<file path="config.mk">
export PLATFORM = sky130hd
export DESIGN_NAME = uart_tx_arbiter
export DESIGN_NICKNAME = d
export VERILOG_FILES = /design/src/rtl/uart_tx_arbiter.sv
export SDC_FILE = /design/constraint.sdc
export NUM_CORES = 1
export LEC_CHECK = 0
export CAP_MARGIN = 20
export CORE_MARGIN = 2
export CORE_UTILIZATION = 52
export DETAILED_ROUTE_END_ITERATION = 8
export PLACE_DENSITY = 0.84
export SKIP_CTS_REPAIR_TIMING = 1
export SLEW_MARGIN = 20
export SYNTH_ARGS = -nofsm -noshare
export SYNTH_HDL_FRONTEND = slang
export SYNTH_SLANG_ARGS = --single-unit
</file>
<file path="constraint.sdc">
create_clock -name clk -period 3.8 [get_ports clk]
set_input_delay 1.14 -clock clk [delete_from_list [all_inputs] [get_ports clk]]
set_output_delay 1.14 -clock clk [all_outputs]
set_load 0.01 [all_outputs]
</file>
<file path="src/rtl/uart_tx_arbiter.sv">
// uart_tx_arbiter: shares one uart_tx serializer among NREQ byte-stream requesters.
// Round-robin selection with packet locking: an owner keeps the UART until it
// delivers a byte flagged last, or until it idles in READY for LOCK_TIMEOUT cycles.
`timescale 1ns / 1ps

module uart_tx_arbiter #(
   parameter int unsigned NREQ         = 2,
   parameter int unsigned PAYLOAD_BITS = 8,
   parameter int unsigned LOCK_TIMEOUT = 1024
) (
   input  logic                         clk,
   input  logic                         rst,
   input  logic [NREQ-1:0]              req_valid,
   input  logic [NREQ*PAYLOAD_BITS-1:0] req_data,
   input  logic [NREQ-1:0]              req_last,
   output logic [NREQ-1:0]              req_ready,
   output logic                         uart_tx_en,
   output logic [PAYLOAD_BITS-1:0]      uart_tx_data,
   input  logic                         uart_tx_busy,
   output logic [$clog2(NREQ)-1:0]      grant_id,
   output logic                         active,
   output logic                         drop_event
);

   localparam int unsigned IdW  = $clog2(NREQ);
   localparam int unsigned CntW = (LOCK_TIMEOUT > 0) ? $clog2(LOCK_TIMEOUT + 1) : 1;
   localparam bit          TimeoutEn  = (LOCK_TIMEOUT != 0);
   localparam logic [CntW-1:0] TimeoutVal = CntW'(LOCK_TIMEOUT);

   typedef enum logic [2:0] {
      StArb,
      StReady,
      StSend,
      StGuard,
      StDrain
   } state_e;

   state_e                  state_q, state_d;
   logic [IdW-1:0]          ptr_q, ptr_d;
   logic [IdW-1:0]          owner_q, owner_d;
   logic                    last_q, last_d;
   logic [PAYLOAD_BITS-1:0] data_q, data_d;
   logic [CntW-1:0]         cnt_q, cnt_d;
   logic                    drop_q, drop_d;

   logic                    pick_found;
   logic [IdW-1:0]          pick_id;
   int unsigned             pick_idx;

   logic                    owner_valid;
   logic                    owner_last;
   logic [PAYLOAD_BITS-1:0] owner_data;
   logic [IdW-1:0]          ptr_next;
   logic                    handshake;

   // Round-robin search: first valid index scanning ptr, ptr+1, ... modulo NREQ.
   always_comb begin
      pick_found = 1'b0;
      pick_id    = '0;
      pick_idx   = 0;
      for (int unsigned k = 0; k < NREQ; k++) begin
         pick_idx = k + 32'(ptr_q);
         if (pick_idx >= NREQ) begin
            pick_idx = pick_idx - NREQ;
         end
         if (!pick_found && req_valid[IdW'(pick_idx)]) begin
            pick_found = 1'b1;
            pick_id    = IdW'(pick_idx);
         end
      end
   end

   // Select the locked owner's offer; constant part-selects keep the mux simple.
   always_comb begin
      owner_valid = 1'b0;
      owner_last  = 1'b0;
      owner_data  = '0;
      for (int unsigned i = 0; i < NREQ; i++) begin
         if (owner_q == IdW'(i)) begin
            owner_valid = req_valid[i];
            owner_last  = req_last[i];
            owner_data  = req_data[i*PAYLOAD_BITS +: PAYLOAD_BITS];
         end
      end
   end

   // Ready goes only to the owner, and only while the serializer is idle.
   always_comb begin
      req_ready = '0;
      for (int unsigned i = 0; i < NREQ; i++) begin
         if ((state_q == StReady) && !uart_tx_busy && (owner_q == IdW'(i))) begin
            req_ready[i] = 1'b1;
         end
      end
   end

   assign handshake = (state_q == StReady) && !uart_tx_busy && owner_valid;
   assign ptr_next  = (owner_q == IdW'(NREQ - 1)) ? '0 : owner_q + 1'b1;

   // Next-state logic for the arbitration / issue sequence.
   always_comb begin
      state_d = state_q;
      ptr_d   = ptr_q;
      owner_d = owner_q;
      last_d  = last_q;
      data_d  = data_q;
      cnt_d   = cnt_q;
      drop_d  = 1'b0;
      unique case (state_q)
         StArb: begin
            if (pick_found) begin
               owner_d = pick_id;
               cnt_d   = '0;
               state_d = StReady;
            end
         end
         StReady: begin
            // A handshake beats a coincident timeout.
            if (handshake) begin
               data_d  = owner_data;
               last_d  = owner_last;
               cnt_d   = '0;
               state_d = StSend;
            end else begin
               cnt_d = TimeoutEn ? cnt_q + 1'b1 : '0;
               if (TimeoutEn && (cnt_d == TimeoutVal)) begin
                  drop_d  = 1'b1;
                  ptr_d   = ptr_next;
                  cnt_d   = '0;
                  state_d = StArb;
               end
            end
         end
         StSend: begin
            state_d = StGuard;
         end
         StGuard: begin
            // busy rises one cycle after the strobe; don't trust it until now.
            state_d = StDrain;
         end
         StDrain: begin
            if (!uart_tx_busy) begin
               if (last_q) begin
                  ptr_d   = ptr_next;
                  state_d = StArb;
               end else begin
                  state_d = StReady;
               end
            end
         end
         default: begin
            state_d = StArb;
         end
      endcase
   end

   // State registers with synchronous active-high reset.
   always_ff @(posedge clk) begin
      if (rst) begin
         state_q <= StArb;
         ptr_q   <= '0;
         owner_q <= '0;
         last_q  <= 1'b0;
         data_q  <= '0;
         cnt_q   <= '0;
         drop_q  <= 1'b0;
      end else begin
         state_q <= state_d;
         ptr_q   <= ptr_d;
         owner_q <= owner_d;
         last_q  <= last_d;
         data_q  <= data_d;
         cnt_q   <= cnt_d;
         drop_q  <= drop_d;
      end
   end

   assign uart_tx_en   = (state_q == StSend);
   assign uart_tx_data = data_q;
   assign grant_id     = owner_q;
   assign active       = (state_q != StArb);
   assign drop_event   = drop_q;

endmodule

</file>
# Word level (Yosys, flattened, before mapping)
# Cells that the tools add are included.
# W data, S select, Z words.
dict set report op_classes {
  add_sub_neg 5
  multipliers 0
  div_mod_pow 0
  magnitude_cmp 4
  eq_ne 11
  shifts 0
  muxes 32
  bitwise_logic 2
  reduce_logical 17
}
# operator n
set ops {}
lappend ops {{$mux W11} 3}
lappend ops {{$pmux W11 S2} 1}
lappend ops {{$mux W1} 21}
lappend ops {{$pmux W3 S5} 1}
lappend ops {{$mux W3} 4}
lappend ops {{$add A11 B1 Y11 const B} 1}
lappend ops {{$eq A11 B11 Y1 const B} 1}
lappend ops {{$mux W8} 1}
lappend ops {{$ne A2 B2 Y1 const B} 4}
lappend ops {{$eq A3 B2 Y1 const B} 2}
lappend ops {{$reduce_and A2 Y1} 3}
lappend ops {{$logic_and A1 B1 Y1} 5}
lappend ops {{$reduce_and A5 Y1} 1}
lappend ops {{$lt A1 B2 Y1 const B} 2}
lappend ops {{$reduce_bool A2 Y1} 2}
lappend ops {{$eq A3 B1 Y1 const B} 1}
lappend ops {{$eq A3 B3 Y1 const B} 1}
lappend ops {{$logic_not A3 Y1} 1}
lappend ops {{$ne A3 B2 Y1 const B} 1}
lappend ops {{$reduce_and A3 Y1} 1}
lappend ops {{$reduce_bool A3 Y1} 1}
lappend ops {{$reduce_or A3 Y1} 1}
lappend ops {{$add A1 B1 Y2 const A} 1}
lappend ops {{$ge A1 B2 Y1 const B} 1}
lappend ops {{7 further kinds} 10}
dict set report totals {
  register_bits 26
  latch_bits 0
  ram_bits 0
  romBits 0
  in_bits 23
  output_inout_bits 14
  memories 0
}

# Longest topological paths before layout
dict set report logic_depth {
  ltp_word 10
  mapped_depth 7
  ltp_nobuf 6
}

# Worst setup path before layout
# Ideal clock, no wire load.
dict set report synth_timing {
  kind {input -> output}
  start {input uart_tx_busy}
  end {output req_ready[1]}
  arrival_time_ns 1.686
  t_required_ns 2.660
  path_slack_ns 0.974
  stages 2
  path_buffers 1
  cell_sequence {clkbuf_1 -> nor3b_1}
}
dict set report synth_between {
  elab_chain_cells 4
}
# item line_no
set synth_rtl {}
lappend synth_rtl {{start, declared} 19} ;# input logic uart_tx_busy,
lappend synth_rtl {{$logic_not A1 Y1} n/a}
lappend synth_rtl {{$logic_and A1 B1 Y1 (2 in series)} 91} ;# if ((state_q == StReady) && !uart_tx_busy && (owner_q == IdW'(i))) begin
lappend synth_rtl {{$mux W1} 91}
lappend synth_rtl {{end, declared} 16} ;# output logic [NREQ-1:0] req_ready,
# No other way between the ends.

# Final worst setup path
# Ends and elaborated chain as after synthesis.

==> run_results.csv <==
group,metric,value,unit
timing,clock.fmax,285,MHz
yosys,yosys_most_used_dff,"dfxtp_1",
worst_setup_path,worstSetupStartpointType,"input pin",
routing,viasPerCell,5.88,
grt,first_global_vias,1260,
place,port_buffers,36,
timing,finalSetupTns,0,ns
place,hpwl,2.47,mm
hold_path,hp-class,"reg2reg",
clock_tree,clk_latency,0.33,ns
timing,finalSetupViolations,0,
yosys,yosys_warnings,0,
grt,gr-usage-all-layers,0.213,
worst_setup_path,cp.required,2.66,ns
hold_path,holdPathStages,2,
cells_and_area,finish.instance_area,1880,um^2
routing,finalWirelength,3.33,mm
floorplan,initial_core_util,0.541,
routing,firstDrtPassIters,4,
timing,rsz0062_at_grt,"false",
timing,timing.final.crit_share,0.925,
routing,wl_per_cell,14.2,um
power_and_ir_drop,ir_drop,0.208,mV
worst_setup_path,arrival,2.37,ns
clock_tree,clk_path_buf_depth,2,
clock_tree,clock_sinks,26,
floorplan,die_h,57.4,um
cells_and_area,area_growth,27.2,%
cells_and_area,finalNonFillerCells,234,
yosys,synth-edff-count,0,
routing,via_count,1377,
yosys,synth_cell_types,53,
yosys,synth_nets,193,
worst_setup_path,path_class,"in2out",
worst_setup_path,ff2ff_setup_slack,1.78,ns
floorplan,dieArea,3290,um^2
yosys,async_flop_share,0,
floorplan,rows,19,
yosys,ys_ff_latch,26,
worst_setup_path,reg2reg_depth,6,
place,placedCellCount,230,
floorplan,die_x,57.4,um
floorplan,pin_count,37,
worst_setup_path,crit_path_end_kind,"output pin",
clock_tree,cts_tree,"built",
worst_setup_path,cp_max_fo,3,
run,maxCapViolCount,0,
status,run_status,"finished, final reports clean",
floorplan,coreArea,2730,um^2
clock_tree,cts-root-buf,"clkbuf_4",
yosys,synth_area,1480,um^2
routing,drc,0,
clock_tree,numCtsBuffers,3,
grt,grt_max_degree,23,
hold_path,holdPathEnd,"uart_tx_data[7]$_SDFFE_PP0P_",
yosys,syn_avg_cell_area,8.76,um^2
yosys,seq_area_frac_synth,0.352,
grt,grt_overflow_total,0,
timing,skew,0.00669,ns
grt,antenna_found_initial,0,
place,place.gp.congestion,0.823,
routing,drtIter0Drc,108,
cells_and_area,num_antenna_cells,0,
power_and_ir_drop,powerDensity,293,nW/um^2
worst_setup_path,r2r-start,"grant_id$_SDFFE_PP0P_",
worst_setup_path,worstReg2RegEnd,"ptr_q$_SDFFE_PP0P_",
timing,fin_crit,3.51,ns
timing,slew_violations,0,
yosys,netlist_instances,169,
hold_path,holdCritStartpoint,"uart_tx_data[7]$_SDFFE_PP0P_",
cells_and_area,drive_gt1_frac,0.113,
timing,slew_headroom,0.414,
place,placed_cell_area,1850,um^2
timing,finalHoldViolCount,0,
routing,postRouteAntennaNets,0,
cells_and_area,nets,228,
clock_tree,clk_pin_slew,0.14,ns
clock_tree,h-tree-depth,1,
timing,tightest_slew,0.876,ns
power_and_ir_drop,p_leak,0.613,nW
grt,grt_pass1_wl,5.58,mm
worst max-delay path by stage:
stage	from	slack, ns	depth (start not counted)	to
final	uart_tx_busy	0.29	3	req_ready[1]
after global routing	uart_tx_busy	0.21	3	req_ready[1]
after CTS	uart_tx_busy	0.27	3	req_ready[1]
after detailed placement	uart_tx_busy	0.29	3	req_ready[1]
after global placement	uart_tx_busy	0.28	3	req_ready[1]
after floorplan	uart_tx_busy	0.97	2	req_ready[1]
worst max-delay path, stage by stage:
cell	delay [ns]
clkdlybuf4s50_1	0.45
nor3b_1	0.22
clkdlybuf4s50_1	0.56
area by class of cell:
class | count | area (um^2)
multi-input cells | 132 | 901
fillers | 203 | 851
flip-flops and latches | 26 | 520
repair buffers | 38 | 375
well taps | 31 | 38.8
clock buffers | 4 | 36.3
inverters | 3 | 11.3
kinds of logic (layout without fill, tap and decap cells):
logic type	after synthesis	count (layout)	share of synthesized area
and+or+nand+nor	78	78	0.301
AOI/OAI and AO/OA	38	38	0.200
DFF	26	26	0.352
buffers and inverters	11	45	0.0397
muxes	10	10	0.0702
xor gates and xnor gates	5	5	0.0296
adders and majority gates	1	1	0.00845
cell usage after synthesis, types with 2 or more instances:
cell type  instances  share of area
dfxtp_1           26           0.35
nor2_1            23          0.058
nand2_1           14          0.036
a211oi_1          10          0.051
mux2i_1            9          0.061
nor3_1             5          0.017
a21oi_1            4          0.014
nand2b_1           4          0.017
nand3_1            4          0.014
nor3b_1            4          0.020
o21ai_0            4          0.014
clkbuf_1           3         0.0076
inv_1              3         0.0076
nor4_1             3          0.013
o21ai_1            3          0.010
or3_1              3          0.013
xnor2_1            3          0.018
a31oi_1            2         0.0085
buf_2              2         0.0068
buf_6              2          0.015
nand3b_1           2          0.010
nand4_2            2          0.017
nor2_2             2         0.0085
o22ai_1            2         0.0085
xor2_1             2          0.012
flip-flops by register name, summed over array words and instances (netlist names):
register and count:
cnt_q 11, uart_tx_data 8, ptr_q 1, drop_event 1, state_q 3, grant_id 1, last_q 1
placed cells by master, fill, tap and decap left out, types with 2 or more instances in the layout:
cell	n
clkdlybuf4s50_1	36
dfxtp_1	26
nor2_1	23
nand2_1	14
a211oi_1	10
mux2i_1	9
nor3_1	5
nor3b_1	4
nand3_1	4
a21oi_1	4
nand2b_1	4
o21ai_0	4
inv_1	3
or3_1	3
xnor2_1	3
nor4_1	3
o21ai_1	3
clkbuf_4	3
nand3b_1	2
nand4_2	2
xor2_1	2
o22ai_1	2
a31oi_1	2
nor2_2	2
buf_4	2
metrics by stage:
stage               utilization  hold WS, ns  total power (W)  setup WS [ns]
floorplan                     -        0.471         0.000364          0.974
global placement          0.676        0.486         0.000411          0.278
detailed placement        0.676        0.497         0.000415          0.293
CTS                       0.689        0.517         0.000557          0.273
global route              0.689        0.537         0.000574          0.213
finish                    0.689        0.516         0.000551          0.287
power by group:
part	internal, W	switching (W)
combinational	0.0000629	0.0000537
sequential	0.000282	0.0000113
clock	0.0000588	0.0000825
total	0.000404	0.000147
metal layers:
metal	vias up	part of all wire	wire, um	track usage
met5	-	0	0	0
met4	0	0.016	53	0.0897
met3	5	0.073	242	0.0590
met2	52	0.47	1550	0.338
met1	638	0.44	1480	0.273
li1	682	-	-	-
No activity file was read; power rests on OpenSTA's default activity.
==> patch, RTL diff (config.mk and constraints unchanged) <==
Change the parameter `LOCK_TIMEOUT` from 1024 to 512.
--- a/src/rtl/uart_tx_arbiter.sv
+++ b/src/rtl/uart_tx_arbiter.sv
@@ -8,3 +8,3 @@
    parameter int unsigned PAYLOAD_BITS = 8,
-   parameter int unsigned LOCK_TIMEOUT = 1024
+   parameter int unsigned LOCK_TIMEOUT = 512
 ) (
Behaviour: same outputs for any inputs over 10 cycles, from zero or initial values and one cycle with rst high; that may be too few to reach the edited logic, so the function may still have changed.
==> patch against the unedited design <==
Global-route usage rose by 1.9 points. Routed wire length shrank 1.7%. Area after synthesis fell by 9.1%. Power is 6.8% lower. Sequential cell count fell by 1. Worst setup slack better by 4.3 ps. Design area shrank 6.3%. Critical endpoint unchanged.
==> patch: results (changes against the unedited design) <==
Pwr
  • Clock power share: 0.227 (was 0.256)
  • LEAKAGE: 0.597 nW (was 0.613 nW)
  • VDD IR max: 0.212 mV (was 0.208 mV)

Critical path
  • R2R setup slack: 1390 ps (was 1780 ps)

Yosys
  • Synth Area in Adders: 0.00930 (was 0.00845)
  • Complex-gate fraction of the synthesized area: 0.237 (was 0.199)
  • Seq/Total Area, Yosys: 0.372 (was 0.352)
  • Mapped Nets: 185 (was 193)

Run status
  • Status: completed (unchanged)

Clock tree
  • Worst-Skew Late Latency: 310 ps (was 330 ps)

Global routing
  • GR Layer Usage met3: 0.0546 (was 0.0590)
  • Grt met1 use: 0.290 (was 0.273)
  • Tot GR Track Use: 0.232 (was 0.213)
  • Vias in the first global route: 1180 (was 1260)
  • Largest net degree at the start of global routing: 25 (was 23)

Finish
  • FILL cells: 195 (was 203)
  • Max FFs per register: 10 (was 11)
  • Nets: 220 (was 228)

Placement
  • RD Place Congestion: 0.796 (was 0.823)
  • Placed inst area: 1740 um^2 (was 1850 um^2)

Drt
  • Met2 WL: 1640 um (was 1550 um)
  • Met1 WL: 1420 um (was 1480 um)
  • Vias per inst: 6.04 (was 5.88)
  • WL/cell: 14.5 um (was 14.2 um)
  • Initial drt markers: 35 (was 108)

Timing
  • Worst setup margin: 291 ps (was 287 ps)
[patch: cell types whose count changed in the layout (fill, tap and decap cells not counted), sizes merged, moves of 3 or more]
cell and change:
buf +3, nand2b -3, and3 +4, nor2 -3, nand2 -5
[patch: final cells by class]
class	instances	share of cell area
Multi-Input combinational cell	123	0.450
Timing Repair Buffer	41	0.226
Sequential cell	25	0.284
Tap cell	30	0.0213
Clock buffer	4	0.0149
Inverter	2	0.00426
[patch: worst min-delay path by stage]
stage,from,to,cells after the start,slack [ps]
3_5_place_dp,uart_tx_data[0],uart_tx_data[0],2,500
3_3_place_gp,uart_tx_data[1],uart_tx_data[1],2,490
2_1_floorplan,last_q,last_q,2,490
6_report,uart_tx_data[2],uart_tx_data[2],2,510
4_1_cts,uart_tx_data[2],uart_tx_data[2],2,510
5_1_grt,uart_tx_data[7],uart_tx_data[7],2,540
